File: src/rtl/sorting_pkg.sv
// Shared types and default sizes for the sorting datapath.
// Used by sorting_network and sorted_serializer.
package sorting_pkg;

    typedef enum logic {
        IDLE = 1'b0,
        SEND = 1'b1
    } state_t;

    localparam int DEF_NUMBER_WIDTH   = 10;
    localparam int DEF_NUMBERS_AMOUNT = 10;

endpackage

File: src/rtl/sorted_serializer.sv
// Serializes a sorted vector into one word per handshake.
// Define SORTED_SERIALIZER_DESC_EN to emit descending order.
module sorted_serializer
    import sorting_pkg::*;
#(
    parameter int NUMBER_WIDTH   = DEF_NUMBER_WIDTH,
    parameter int NUMBERS_AMOUNT = DEF_NUMBERS_AMOUNT,
    localparam int IDX_W         = $clog2(NUMBERS_AMOUNT)
) (
    input  logic                                      clk_i,
    input  logic                                      rst_i,
    input  logic [NUMBERS_AMOUNT-1:0][NUMBER_WIDTH-1:0] data_i,
    input  logic                                      data_valid_i,
    output logic [NUMBER_WIDTH-1:0]                   data_o,
    output logic                                      data_valid_o,
    input  logic                                      data_ready_i,
    output logic                                      data_last_o,
    output logic [IDX_W-1:0]                          data_idx_o,
    output logic                                      overflow_o
);

    localparam logic [IDX_W-1:0] LAST_IDX = IDX_W'(NUMBERS_AMOUNT - 1);

    state_t                                      state;
    logic [NUMBERS_AMOUNT-1:0][NUMBER_WIDTH-1:0] buffer;
    logic [IDX_W-1:0]                            cnt;
    logic                                        overflow_q;

    logic             is_last;
    logic             hs;
    logic             last_hs;
    logic [IDX_W-1:0] sel;

    assign is_last = (state == SEND) && (cnt == LAST_IDX);
    assign hs      = (state == SEND) && data_ready_i;
    assign last_hs = hs && is_last;

`ifdef SORTED_SERIALIZER_DESC_EN
    assign sel = LAST_IDX - cnt;
`else
    assign sel = cnt;
`endif

    // Output view: all derived from registered state, so stable during stalls.
    always_comb begin
        data_valid_o = (state == SEND);
        data_last_o  = is_last;
        data_idx_o   = cnt;
        data_o       = '0;
        if (state == SEND) begin
            data_o = buffer[sel];
        end
        overflow_o   = overflow_q;
    end

    // Capture / count FSM; a new vector is only taken when idle or on the last beat.
    always_ff @(posedge clk_i or posedge rst_i) begin
        if (rst_i) begin
            state      <= IDLE;
            cnt        <= '0;
            buffer     <= '0;
            overflow_q <= 1'b0;
        end else begin
            unique case (state)
                IDLE: begin
                    if (data_valid_i) begin
                        buffer <= data_i;
                        cnt    <= '0;
                        state  <= SEND;
                    end
                end
                SEND: begin
                    if (last_hs) begin
                        cnt <= '0;
                        if (data_valid_i) begin
                            buffer <= data_i;
                        end else begin
                            state <= IDLE;
                        end
                    end else begin
                        if (hs) begin
                            cnt <= cnt + 1'b1;
                        end
                        if (data_valid_i) begin
                            overflow_q <= 1'b1;
                        end
                    end
                end
            endcase
        end
    end

endmodule
File: config.mk
export PLATFORM = sky130hd
export DESIGN_NAME = sorted_serializer
export DESIGN_NICKNAME = d
export VERILOG_FILES = /design/src/rtl/sorting_pkg.sv /design/src/rtl/sorted_serializer.sv
export SDC_FILE = /design/constraint.sdc
export NUM_CORES = 1
export LEC_CHECK = 0
export CAP_MARGIN = 20
export CORE_MARGIN = 1.5
export CORE_UTILIZATION = 44
export DETAILED_ROUTE_END_ITERATION = 7
export GPL_ROUTABILITY_DRIVEN = 0
export GPL_TIMING_DRIVEN = 0
export PLACE_DENSITY = 0.77
export SLEW_MARGIN = 10
export SYNTH_ARGS = -nofsm -noshare
export SYNTH_HDL_FRONTEND = slang
export SYNTH_SLANG_ARGS = --single-unit
File: constraint.sdc
create_clock -name clk_i -period 4.1 [get_ports clk_i]
set_input_delay 1.025 -clock clk_i [delete_from_list [all_inputs] [get_ports clk_i]]
set_output_delay 1.025 -clock clk_i [all_outputs]
set_load 0.05 [all_outputs]
# Word level (Yosys, flattened, before mapping)
# Index checks and enable logic that the tools add are counted.
# classes
addsub	1
magnitude_cmp	1
n_eq_ne	4
mux	13
bitwise	2
n_reduce_logical	5
# ops
op	count
100-bit 2-to-1 mux	2
100-bit case mux with 2 select lines	1
10-bit binary-select mux with 4-bit select	1
10-bit 2-to-1 mux	2
4-bit 2-to-1 mux	3
4-bit case mux with 2 select lines	1
4-bit by 5-bit < comparator with 1-bit output (second input constant)	1
4-bit by 1-bit adder with 4-bit output (second input constant)	1
4-bit == test (second input constant)	1
1-bit logical AND	3
3-bit by 1-bit != test with 1-bit output (second input constant)	1
3-bit AND reduction	1
1-bit 2-to-1 mux	2
2-bit by 1-bit != test with 1-bit output (second input constant)	1
2-bit != test (second input constant)	1
1-bit inverter	2
1-bit case mux with 2 select lines	1
2-bit AND reduction	1
# totals
register_bits	106
in_bits	104
out_inout_bits	17
wordCells	39

# Logic depth before layout (Yosys ltp)
# Gate-level depths: netlist of run 1.
# logic_depth
depth_word	5
mapped_depth	10
ltp_nobuf	6

# Worst setup path after synthesis of run 1
# No wires, ideal clock.
# synth_timing
path_type	reg2out
from	reg cnt[0] (netlist: data_idx_o[0])
to	out data_o[4]
t_arrival_ns	2.955
required_ns	3.075
setup_slack_ns	0.120
stages_incl_launch_ff	8
path_buffers	3
path_cell_list	dfrtp_1 buf_4 buf_4 buf_4 mux2i_1 a221oi_1 o21ai_0 a21boi_0
# synth_via
elab_chain_len	3
# synth_rtl
element	line	text
start: declaration	sorted_serializer.sv:26	logic [IDX_W-1:0] cnt;
start signal: assignment	sorted_serializer.sv:82	cnt <= cnt + 1'b1;
10-bit binary-select mux with 4-bit select	sorted_serializer.sv:51	data_o = buffer[sel];
10-bit 2-to-1 mux (implied by the code)	sorted_serializer.sv:51	
10-bit 2-to-1 mux	sorted_serializer.sv:50	if (state == SEND) begin
end: declaration	sorted_serializer.sv:14	output logic [NUMBER_WIDTH-1:0] data_o,
# No other way between the ends. The select of a mux whose other input is x is not followed.

# Worst setup path in the final report of run 1
# layout_timing
from	reg cnt[0] (netlist: data_idx_o[0])
to	out data_o[3]
# The elaborated chain is that of the path after synthesis.

==> results of run 1 <==
==> critical path, stage by stage, from the launching register on <==
cell and delay [ns]:
dfrtp_1 0.43, buf_4 0.26, buf_4 0.26, buf_4 0.25
mux2i_1 0.12, a221oi_1 0.34, o21ai_0 0.17, a21boi_0 0.18
dlygate4sd2_1 0.57
==> cells in the mapped netlist <==
master,count,area share [%]
nand2b_1,1,0.12
nor2_1,1,0.070
buf_6,11,2.3
nor3_1,2,0.19
a21oi_1,2,0.19
o31ai_1,2,0.28
inv_1,4,0.28
nand3_1,1,0.094
nor3b_1,1,0.14
nand4b_1,1,0.16
buf_1,2,0.14
clkbuf_1,7,0.49
a31oi_1,1,0.12
nor2b_1,2,0.23
dfrtp_1,106,50
o21bai_1,1,0.14
mux4_2,10,4.2
and3b_1,1,0.16
mux2_4,100,28
o21ai_0,14,1.3
a221oi_1,10,1.6
mux2_2,10,2.1
o211ai_1,1,0.14
ha_1,2,0.47
nand2_1,11,0.77
and2_1,3,0.35
a21boi_0,10,1.4
buf_4,4,0.56
a21bo_1,1,0.19
mux2i_1,20,3.8
==> cell type report <==
cell class              instances  area (um2)
fillers                       961        4890
inverters                       4        20.0
repair buffers                121        1190
plain buffers                  24         189
multi-input cells             208        2480
well taps                     147         184
flip-flops and latches        106        2650
clock buffers                   9         225
clock inverters                 7        70.1
==> logic make-up (layout without fill, tap and decap cells) <==
kind of cell             count (synthesis)  in the layout
AO/OA/AOI/OAI                           42             42
flip-flops                             106            106
multiplexers                           140            140
adder cells (fa/ha/maj)                  2              2
buffers and inverters                   28            165
AND/OR/NAND/NOR                         24             24
==> layer usage <==
| metal | GRT usage (%) | vias up | share of wire (%) |
|---|---|---|---|
| met4 | 7.58 | 0 | 2.6 |
| met3 | 4.98 | 22 | 5.9 |
| li1 | - | 1517 | - |
| met2 | 31.6 | 107 | 47 |
| met5 | 0 | - | 0 |
| met1 | 27.4 | 1629 | 45 |
==> how the worst min path moves through the flow <==
stage | startpoint | end | slack, ns | cells after the start
2_1_floorplan | buffer[90] | buffer[90] | 0.48 | 1
3_3_place_gp | overflow_o | overflow_o | 0.47 | 1
3_5_place_dp | overflow_o | overflow_o | 0.47 | 1
4_1_cts | overflow_o | overflow_o | 0.49 | 1
5_1_grt | overflow_o | overflow_o | 0.50 | 1
6_report | overflow_o | overflow_o | 0.48 | 1
==> power breakdown <==
part           switching (mW)  internal (mW)  total, mW
sequential              0.315           1.56       1.87
combinational            1.30           1.42       2.72
clock                   0.413          0.428      0.842
==> metrics by stage <==
stage | setup slack, ns | area, um2 | setup TNS (ns)
after floorplan | 0.120 | 5330 | 0
after global placement | -1.18 | 6720 | -124.25
after detailed placement | 0.0732 | 6750 | 0
after CTS | 0.00126 | 7040 | 0
after global routing | 0.0206 | 7020 | 0
final | 0.149 | 7020 | 0
==> timing repair <==
item | in CTS | in global routing
hold buffers | 0 | 0
setup endpoints to repair | 10 | 9
gates resized for setup | 12 | 22
setup buffers | 0 | 0
==> state kept, by name, summed over array words and instances (netlist names) <==
register      cells
buffer          100
data_idx_o        4
data_valid_o      1
overflow_o        1
==> summary.md, run 1 <==
| Metric | Value |
|---|---|
| Wire per inst | 19.6 um |
| Non-Filler Instances | 626 |
| Core box area | roughly 0.012 mm2 |
| Unique masters post-synth | 30 |
| Largest net degree at the start of global routing | about 70 |
| Lkg Pwr | roughly 3 nW |
| Synthesized Nets | 448 |
| DRC errors left | 0 |
| Drt via density | 5.23 |
| Post-Synth XOR/XNOR Area | 0% |
| Clk_lat worst skew | 0.34 ns |
| Fmax | 253 MHz |
| End of the worst register-to-register path | buffer[83] |
| Status | finished, final reports clean |
| First-pass GRT wire length | 19.5 mm |
| Worst Path Arrival | 2.93 ns |
| Final setup viols | 0 |
| Final period utilization | about 96% |
| Final WL | 12.3 mm |
| Die width | 113 um |
| Fin. max-slew vios | 0 |
| Synth Area in Adders | less than 1% |
| Share of layout cells above drive strength 1 | between 30 and 40% |
| Seq cells post-synth | 106 |
| Largest fanout on the critical path | 10 |
| Crit end category | output pin |
| R2R setup slack | about 1.5 ns |
| Starting DRC count in detailed routing | 119 |
| Least-Margin Pin Slew | 0.567 ns |
| Root Buffer | clkbuf_16 |
| Synth Area in Simple Gates | around 2.3% |
| Post-DRT Antenna Nets | 0 |
| Placed insts | 610 |
| Vias in the first global route | approximately 3700 |
| Maximum VDD drop | 0.327 mV |
| Post-Synthesis Cell Area | 0.00533 mm2 |
| I/O pins | 121 |
| Die area | 0.0128 mm2 |
| Synth Area in Compound Gates | 5.42% |
| Power Total | 5.44 mW |
| Total GRT Usage | 20.2% |
| Fin. Hold Viols | 0 |
| CTS buffer count | 9 |
| Die height | 113 um |
| Register clock-pin slew on the reported worst setup and hold paths | 0.07 ns |
| Hold WS | between 0.4 and 0.5 ns |
| Syn avg cell area | ~16 um2 |
| DR pass1 iterations | 4 |
| PwrDens | 775 mW/mm2 |
| Row cnt | 40 |
| H-tree levels | 3 |
| R2R cell count | 10 |
| Setup crit start | data_idx_o[0] |
| Worst Setup EP | data_o[3] |
| Mux contribution to synthesized area | about two fifths |
| Core Util, Final | a little under 60% |
| Syn Inst Count | between 300 and 400 |
| Diode count | 0 |
| Initial antenna violation count | 0 |
| Hold WC Path Type | reg2reg |
| Total congestion overflow | 0 |
| Vias | 3275 |
| Startpoint types | flop |
| Most frequent cells in the layout | clkdlybuf4s50_1 (110), dfrtp_1 (106), mux2_4 (100) |
| Crit path required time | 3.07 ns |
| CTS tree | built |
| RSZ-0062 raised after global routing | no |
| Commonest non-fill, non-tap cell in the layout | clkdlybuf4s50_1 |
| Crit Path Class | reg2out |
| Max Cap Viol | 0 |
| TritonCTS Sinks | ~110 |
| Yosys warns | 0 |
| R2R Path Start | data_idx_o[1] |
| CTS max path bufs | 2 |
| Nets | 580 |
| Part of the Yosys area used for sequential elements | 49.8% |
| Starting Density | 44.8% |
| Min Clock Period, post-route | 3.95 ns |
| Setup Skew | 0.00830 ns |
| Port Buf Inserts | 120 |
| Largest family of logic cells by synthesized area | multiplexers |
| Rel. slew slack | 62.1% |
| Area Overhead vs Synth | 31.6% |
| Detailed Place HPWL | 8.97 mm |
Power figures use the tool's default switching activity.
==> run 2, diff against run 1 <==
--- a/config.mk
+++ b/config.mk
@@ -8,3 +8,2 @@
 export CAP_MARGIN = 20
-export CORE_MARGIN = 1.5
 export CORE_UTILIZATION = 44
==> constraint.sdc (replaced) <==
create_clock -name clk_i -period 4.1 [get_ports clk_i]
set_input_delay 0.82 -clock clk_i [delete_from_list [all_inputs] [get_ports clk_i]]
set_output_delay 0.82 -clock clk_i [all_outputs]
set_load 0.05 [all_outputs]
==> summary.md, run 2 (same netlist as run 1, synthesis figures left out) <==
| Metric | Value |
|---|---|
| Total congestion overflow | 0 |
| Placed insts | 606 |
| PostCTS Resize Cnt | 7 |
| Status | finished, violations left |
| Rel. slew slack | 54.7% |
| Least-Margin Pin Slew | 0.680 ns |
| Core Util, Final | 60.4% |
| End of the worst register-to-register path | buffer[31] |
| Post-DRT Antenna Nets | 0 |
| Fmax | 253 MHz |
| First-pass GRT wire length | between 20 and 25 mm |
| Die width | 112 um |
| Drt via density | 5.30 |
| Min Clock Period, post-route | 3.95 ns |
| Vias in the first global route | roughly 3700 |
| Initial antenna violation count | 0 |
| Non-Filler Instances | 622 |
| Register clock-pin slew on the reported worst setup and hold paths | 0.07 ns |
| Hold_buf cts | 0 |
| Total GRT Usage | 21.1% |
| H-tree levels | 3 |
| I/O pins | 121 |
| Wire per inst | approximately 20 um |
| Top reg by flops | buffer |
| Post-CTS setup buffer count | 0 |
| Hold EP | overflow_o |
| R2R Path Start | data_idx_o[1] |
| Area occupied by registers | approximately 0.0027 mm2 |
| Vias | ~3300 |
| Starting DRC count in detailed routing | 188 |
| Diode count | 0 |
| Hold Path Origin | overflow_o |
| Failing checks | DRC |
| DP Area | 0.00674 mm2 |
| CTS buffer count | 9 |
| Hold WC Path Type | reg2reg |
| TritonCTS Sinks | between 100 and 150 |
| Fin. max-slew vios | 0 |
| Met2 WL | 5.66 mm |
| Commonest non-fill, non-tap cell in the layout | clkdlybuf4s50_1 |
| Max layer used | met4 |
| Area of the multi-input gates | 0.00248 mm2 |
| Worst Path Arrival | 3.13 ns |
| Core box area | roughly 0.012 mm2 |
| Largest fanout on the critical path | 10 |
| PwrDens | around 780 mW/mm2 |
| Max Cap Viol | 0 |
| Startpoint types | flop |
| Crit path required time | 3.28 ns |
| Crit end category | output pin |
| Fin. Hold Viols | 0 |
| Clk_lat worst skew | about 0.35 ns |
| Detailed Place HPWL | 8.99 mm |
| DRC errors left | 7 |
| CTS tree | built |
| Largest register FFs | 100 |
| DR pass1 iterations | 6 |
| Met3 routed WL | 867 um |
| Maximum VDD drop | 0.366 mV |
| Crit Path Class | reg2out |
| Largest net degree at the start of global routing | 69 |
| RSZ-0062 raised after global routing | no |
| R2R cell count | 10 |
| Port Buf Inserts | 120 |
| Die height | 112 um |
| Lkg Pwr | 3.08 nW |
| Post-route cell area | approximately 0.007 mm2 |
| Die area | 0.0126 mm2 |
| Area Overhead vs Synth | 31.6% |
| Share of layout cells above drive strength 1 | 31.9% |
| Nets | 580 |
| Setup Skew | 0.00789 ns |
| Most frequent cells in the layout | clkdlybuf4s50_1 (112), dfrtp_1 (106), mux2_4 (100) |
| Final period utilization | between 90% and 100% |
| Root Buffer | clkbuf_16 |
| Cells on Worst Hold Path | 1 |
| Starting Density | a little under half |
| Row cnt | 39 |
| R2R setup slack | 1.15 ns |
| Fillcell total | between 800 and 900 |
| CTS max path bufs | 2 |
| Final setup viols | 0 |
| Met1 wire length | 5.50 mm |
| Final WL | ~12 mm |
run 2: power by group:
group	internal [mW]	total [mW]	switching (mW)
clock network	0.413	0.802	0.388
registers	1.56	1.88	0.316
logic	1.46	2.76	1.30
total	3.44	5.44	2.00
run 2: area by class of cell:
class                      count  area share [%]
buffer                        24            2.68
timing repair buffer         121            17.5
clock buffer                  10            3.26
tap                          143            2.55
inverter                       4           0.250
clock inverter                 6           0.606
sequential                   106            37.8
multi-input combinational    208            35.4
run 2: worst max-delay path by stage:
stage / depth (start not counted) / startpoint / to
after floorplan: 7 / data_idx_o[0] / data_o[4]
after global placement: 2 / rst_i / buffer[65]
after detailed placement: 5 / data_idx_o[1] / data_o[5]
after CTS: 8 / data_idx_o[0] / data_o[0]
after global routing: 8 / data_idx_o[0] / data_o[1]
final: 8 / data_idx_o[0] / data_o[1]
run 2: per-stage QoR:
| step | setup TNS [ns] | total power [mW] | hold WS, ns | worst slack (ns) |
|---|---|---|---|---|
| 2_1_floorplan | 0 | 3.88 | 0.476 | 0.325 |
| 3_3_place_gp | -100.70 | 4.63 | 0.462 | -0.955 |
| 3_5_place_dp | 0 | 4.70 | 0.467 | 0.253 |
| 4_1_cts | 0 | 5.48 | 0.511 | 0.0448 |
| 5_1_grt | 0 | 5.73 | 0.516 | 0.000228 |
| 6_report | 0 | 5.44 | 0.502 | 0.147 |
run 2: worst max-delay path: stages (launching register included):
cell and delay, ns:
dfrtp_1 0.41, buf_4 0.25, buf_4 0.25, buf_4 0.26, mux2i_1 0.13, a221oi_1 0.31, o21ai_0 0.15, a21boi_0 0.19
clkdlybuf4s50_1 0.83
run 2: routing by layer:
metal	global-route usage (%)	vias up
met1	28.2	1663
met5	0	-
met3	6.05	13
li1	-	1510
met4	5.78	0
met2	34.0	108
